--- config.mk ---
export PLATFORM = sky130hd
export DESIGN_NAME = flow_bus_skid_sink
export DESIGN_NICKNAME = d
export VERILOG_FILES = /design/src/rtl/flow_bus_skid_sink.sv
export SDC_FILE = /design/constraint.sdc
export NUM_CORES = 1
export LEC_CHECK = 0
export BUFFER_PORTS_ARGS = -buffer_cell sky130_fd_sc_hd__buf_2
export CAP_MARGIN = 5
export CORE_UTILIZATION = 53
export DETAILED_ROUTE_END_ITERATION = 7
export GPL_TIMING_DRIVEN = 0
export PLACE_DENSITY_LB_ADDON = 0.2
export SLEW_MARGIN = 20
export SYNTH_ARGS = -nofsm -noshare
export SYNTH_HDL_FRONTEND = slang
export SYNTH_SLANG_ARGS = --single-unit
--- constraint.sdc ---
create_clock -name clk -period 2.8 [get_ports clk]
set_input_delay 0.42 -clock clk [delete_from_list [all_inputs] [get_ports clk]]
set_output_delay 0.42 -clock clk [all_outputs]
set_load 0.03 [all_outputs]
--- src/rtl/flow_bus_skid_sink.sv ---
// Receive buffer for an upstream that observes up_ready SKID cycles late:
// every presented word is written, and ready drops while SKID slots are still free.
module flow_bus_skid_sink #(
    parameter int DATA_WIDTH = 16,
    parameter int DEPTH      = 8,
    parameter int SKID       = 2
) (
    input  logic                         clk,
    input  logic                         rst,
    output logic                         up_ready,
    input  logic                         up_valid,
    input  logic [DATA_WIDTH-1:0]        up_data,
    input  logic                         down_ready,
    output logic                         down_valid,
    output logic [DATA_WIDTH-1:0]        down_data,
    output logic [$clog2(DEPTH+1)-1:0]   count,
    output logic                         overflow
);

    localparam int PTR_W = $clog2(DEPTH);
    localparam int CNT_W = $clog2(DEPTH+1);

    logic [DATA_WIDTH-1:0] mem [DEPTH];
    logic [PTR_W-1:0]      wr_ptr, rd_ptr;
    logic [CNT_W-1:0]      count_next;
    logic [CNT_W-1:0]      free_next;
    logic                  full, push, pop, drop;

    assign down_valid = (count != '0);
    assign down_data  = mem[rd_ptr];

    assign full = (count == CNT_W'(DEPTH));
    assign pop  = down_valid & down_ready;
    // A full buffer still accepts a word when the head leaves in the same cycle.
    assign push = up_valid & (~full | pop);
    assign drop = up_valid & full & ~pop;

    always_comb begin
        count_next = count;
        case ({push, pop})
            2'b10:   count_next = count + CNT_W'(1);
            2'b01:   count_next = count - CNT_W'(1);
            default: count_next = count;
        endcase
    end

    // Ready depends only on registered state plus this cycle's push/pop, then is registered.
    assign free_next = CNT_W'(DEPTH) - count_next;

    always_ff @(posedge clk) begin
        if (rst) begin
            wr_ptr   <= '0;
            rd_ptr   <= '0;
            count    <= '0;
            overflow <= 1'b0;
            up_ready <= 1'b0;
        end else begin
            if (push) wr_ptr <= wr_ptr + PTR_W'(1);
            if (pop)  rd_ptr <= rd_ptr + PTR_W'(1);
            count    <= count_next;
            up_ready <= (free_next > CNT_W'(SKID));
            if (drop) overflow <= 1'b1;
        end
    end

    always_ff @(posedge clk) begin
        if (!rst && push) mem[wr_ptr] <= up_data;
    end

endmodule

# [Word-level counts from Yosys, hierarchy flattened]
# Memories as Yosys holds them, arrays and structs flattened. A register that Yosys moved wholly into a read port is not among the register bits.
# Index checks and enable logic that the tools add are counted.
[word_totals] reg_bits=12 mem_bits_rw=128 out_inout_bits=23 mem_count=1
[mem_list] name="mem" words=8 width=16 read_ports=1 rd_clocked_by_memory_dff=1 wr=1 line_no="23" text="logic [DATA_WIDTH-1:0] mem [DEPTH];"
[op_classes] n_addsub=5 order_cmp=1 eq_ne=3 n_mux=5 bitwise=7 n_reduce_logical=3
[ops] op="4-bit case mux with 2 select lines" count=1
[ops] op="3-bit by 1-bit adder with 3-bit output (second input constant)" count=2
[ops] op="3-bit 2-to-1 mux" count=2
[ops] op="4-bit by 1-bit adder with 4-bit output (second input constant)" count=1
[ops] op="1-bit AND" count=4
[ops] op="4-bit equality test (second input constant)" count=1
[ops] op="4-bit by 2-bit > comparator with 1-bit output (second input constant)" count=1
[ops] op="4-bit nonzero test" count=1
[ops] op="4-bit by 1-bit subtractor with 4-bit output (second input constant)" count=1
[ops] op="4-bit subtractor (first input constant)" count=1
[ops] op="2-bit by 1-bit equality test with 1-bit output (second input constant)" count=1
[ops] op="2-bit equality test (second input constant)" count=1
[ops] op="1-bit 2-to-1 mux" count=2
[ops] op="1-bit inverter" count=2
[ops] op="1-bit logical AND" count=1
[ops] op="1-bit zero test" count=1
[ops] op="1-bit OR" count=1

# [Depth between registers and ports, before layout]
[logic_depth] ltp_word=8 mapped_depth=14 depth_no_buf=13

# [Worst setup path after synthesis]
# No wires, ideal clock.
[synth_path] path_type="register -> register" from="register count[0]" to="memory mem[0][0] (enable)" setup_time_ps=430 t_arrival_ps=2730 path_slack_ps=-361 path_stages_with_launch=5 synth_period_minus_slack_ps=3161 cell_sequence="dfxtp_1 or3_1 o31a_1 nand2b_1 nor4_1"
[synth_via] elab_chain_cells=7 word_cells_on_any_way=9 cone_classes="eq/ne (1); mux (2); bitwise (4); reduce/logical (2)"
[synth_lines] item="from (decl)" line_no="16" text="output logic [$clog2(DEPTH+1)-1:0] count,"
[synth_lines] item="from (signal assigned)" line_no="60" text="count <= count_next;"
[synth_lines] item="4-bit nonzero test or 4-bit equality test (tied branches)" line_no="29, 32"
[synth_lines] item="1-bit AND or 1-bit inverter (tied branches)" line_no="33, 35"
[synth_lines] item="1-bit OR (*)" line_no="35" text="assign push = up_valid & (~full | pop);"
[synth_lines] item="1-bit AND (*)" line_no="35"
[synth_lines] item="1-bit logical AND (*)" line_no="67" text="if (!rst && push) mem[wr_ptr] <= up_data;"
[synth_lines] item="1-bit 2-to-1 mux (*)" line_no="67"
[synth_lines] item="1-bit 2-to-1 mux (not written as such) (*)" line_no="67"
[synth_lines] item="to (decl)" line_no="23"
# Every way passes the cells marked *; elsewhere a longest branch is shown, timed or not.

==> reports/qor.csv <==
stage,metric,value,unit
clock_network,clock_latency,0.52,ns
placement,place_ws,0.0610,ns
synthesis,synth_area_leaders,"edfxtp_1 (68%), mux4_2 (13%), dfxtp_1 (5.3%)",
synthesis,synth_edf_count,128,
synthesis,yosys_warnings,0,
clock_network,cts_sinks,143,
power,switching_share,26.9,%
placement,dp_hpwl,6.52,mm
power,power.internal,4640,uW
power,p_clk_share,37.5,%
grt,grt_pass1_wl,16.2,mm
layout,num-nets-final,378,
floorplanning,dieHeight,105,um
layout,seq_area,4150,um^2
grt,grt_start_max_net_pins,17,
synthesis,synth_top_area_share,68.2,%
synthesis,async_flop_share,0,%
synthesis,synth_compound_area_share,2.11,%
floorplanning,die_w,105,um
synthesis,synthXorXnorAreaFrac,1.09,%
synthesis,synthSimpleGateAreaFrac,4.02,%
setup_path,max_stage_delay,0.42,ns
power,ir_worst_vdd,0.000554,V
synthesis,yosysSeqAreaShare,73.5,%
timing,setup_violations,0,
synthesis,synth_mux_area_share,16.7,%
placement,port_buffers,39,
grt,track_usage,20.8,%
floorplanning,coreArea,10300,um^2
placement,place_area,6160,um^2
clock_network,clock_tree.buffer_depth,2,
timing,fin_crit_sh,94.8,%
run,cap_violations,0,
setup_path,crit_path_end_kind,output port,
setup_path,crit_slowest_cell,clkbuf_2,
synthesis,synthesis.nets,308,
synthesis,syn_area_per_cell,19.9,um^2
layout,drive_gt1_share,42.6,%
power,p_switching,1710,uW
synthesis,synthesis.area,5640,um^2
setup_path,cp_max_fo,10,
timing,hold_violations,0,
timing,timing.slew.headroom,44.8,%
setup_path,path_class,reg2out,
route,firstDrtPassIters,4,
route,ant_nets,0,
synthesis,synthAdderAreaFrac,1.11,%
route,drcViolationCount,0,
route,wl_per_cell,20.9,um
grt,gr-total-overflow,0,
layout,nFillCells,689,
power,p_comb_share,23.6,%
placement,gp_congestion,0.778,
setup_path,start_kind,flop,
grt,antenna_found_initial,0,
hold_path,hold_class,in2reg,
route,wirelength,10.5,mm
layout,area_growth,21.6,%
power,p_leak,0.00233,uW
synthesis,synth-seq-cells,143,
grt,grt_pass1_vias,2925,
power,power.density,926,nW/um^2
floorplanning,die-area,11000,um^2
timing,worstMarginPinSlew,0.824,ns
setup_path,cp.arrival,2.23,ns
clock_network,cts_max_level,4,
clock_network,clkTransAtPathRegs,0.06,ns
route,drt_iter0_markers,233,
synthesis,syn_inst,283,
power,power,6350,uW
timing,slew_violations,0,
layout,diodes,0,
synthesis,ys_dominant_reg_cell,edfxtp_1,
timing,period_needed,2.65,ns
setup_path,crit_chain,buf_1 -> clkbuf_2 -> mux2_2 -> buf_2,
power,p_seq_share,38.9,%
clock_network,clk_root_buffer_cell,clkbuf_8,
timing,skew,0.0102,ns
synthesis,synth_largest_area_cell,edfxtp_1,
clock_network,tritoncts,built,
floorplanning,rows,37,
synthesis,yosysUniqueCellTypes,36,
timing,rsz0062_at_grt,yes,
timing,fmax,377,MHz
timing,setup_slack,0.147,ns
clock_network,cts_buffers,17,
setup_path,reg2reg_depth,14,
floorplanning,io_pins,43,
hold_path,hold_depth,1,
route,vias,2863,
synthesis,synth_top_family_by_area,multiplexers,
synthesis,yosysMostFrequentCell,edfxtp_1,
synthesis,synth_common_cells,"edfxtp_1 (128), mux4_2 (32), nor2_1 (19), mux2_2 (16), dfxtp_1 (15)",
layout,multi_input_area,1480,um^2
status,status,completed,
floorplanning,initial_core_util,54.6,%
route,viasPerCell,5.70,
layout,finalInstanceArea,6850,um^2
setup_path,required,2.38,ns
## state kept, by name (all words and copies together), names as in the netlist, named ones only
| register | flops |
|---|---|
| count | 4 |
| mem | 128 |
| overflow | 1 |
| rd_ptr | 3 |
| up_ready | 1 |
| wr_ptr | 3 |
## worst max-delay path, delay by kind of cell (launching register included)
| family | cells | cell delay, ns |
|---|---|---|
| buffers and inverters | 3 | 1.01 |
| DFF | 1 | 0.30 |
| muxes | 1 | 0.40 |
## worst paths after layout
kind                                  from           end  slack, ns
worst max-delay path                  flop  down_data[8]       0.15
worst min register to register    overflow      overflow       0.49
worst max register to register    count[1]      up_ready       0.16
worst min-delay path            up_data[3]     mem[4][3]       0.16
## metrics by stage
| stage | hold WS [ns] | utilization [%] | instances | TNS [ns] |
|---|---|---|---|---|
| 2_1_floorplan | 0.475 | - | 283 | 0 |
| 3_3_place_gp | 0.456 | 58.4 | 458 | -36.56 |
| 3_5_place_dp | 0.461 | 59.7 | 467 | 0 |
| 4_1_cts | 0.140 | 66.0 | 498 | 0 |
| 5_1_grt | 0.143 | 66.4 | 502 | -0.0354 |
| 6_report | 0.162 | 66.4 | 502 | 0 |
## placed cells by master, fill, tap and decap left out, types with 2 or more instances in the layout
master,instances
nor4_4,2
clkinv_4,2
buf_8,3
edfxtp_1,128
nor2b_1,4
bufinv_16,5
clkbuf_1,4
clkinv_2,2
clkbuf_16,16
dfxtp_2,2
nand2b_1,5
a31oi_1,2
dfxtp_1,13
buf_2,41
nand2_1,6
clkbuf_2,4
xnor2_1,3
mux4_2,32
inv_1,3
xor2_1,4
mux2_2,16
clkinvlp_4,2
buf_6,6
buf_4,8
nor2_2,4
mux2i_1,3
nor3_2,2
inv_6,2
ha_1,5
nor2_1,15
## power groups by stage
stage | registers (uW) | clock network (uW) | logic [uW]
after CTS | 2470 | 2410 | 1460
after global routing | 2470 | 2510 | 1620
final | 2470 | 2380 | 1500
after floorplan | 2520 | 0 | 1070
after detailed placement | 2490 | 0 | 1430
after global placement | 2490 | 0 | 1400
## cells by family after synthesis
group           Yosys count
xor+xnor                  7
flops                   143
simple gates             46
mux                      52
fa+ha+maj                 5
compound gates           12
buf+inv                  18
## layout make-up
class	count	area share, %
inverter	3	0.164
clock inverter	14	3.12
buffer	14	1.31
multi-input combinational	122	21.6
sequential	143	60.5
clock buffer	18	6.10
timing repair buffer	52	4.71
tap	136	2.48
## what timing repair did
| item | CTS | global route |
|---|---|---|
| endpoints found under the setup margin | 16 | 2 |
| resized for setup | 10 | 4 |
| buffers inserted | 0 | 4 |
| hold buffers | 0 | 0 |
| pin swaps | 0 | 1 |
## metal layers
metal	up-vias	part of all wire, %	global-route usage [%]
li1	1285	-	-
met1	1468	42	27.8
met2	93	51	33.0
met3	17	5.6	6.05
met4	0	1.6	7.44
met5	-	0	0
(Power assumes the default switching activity.)
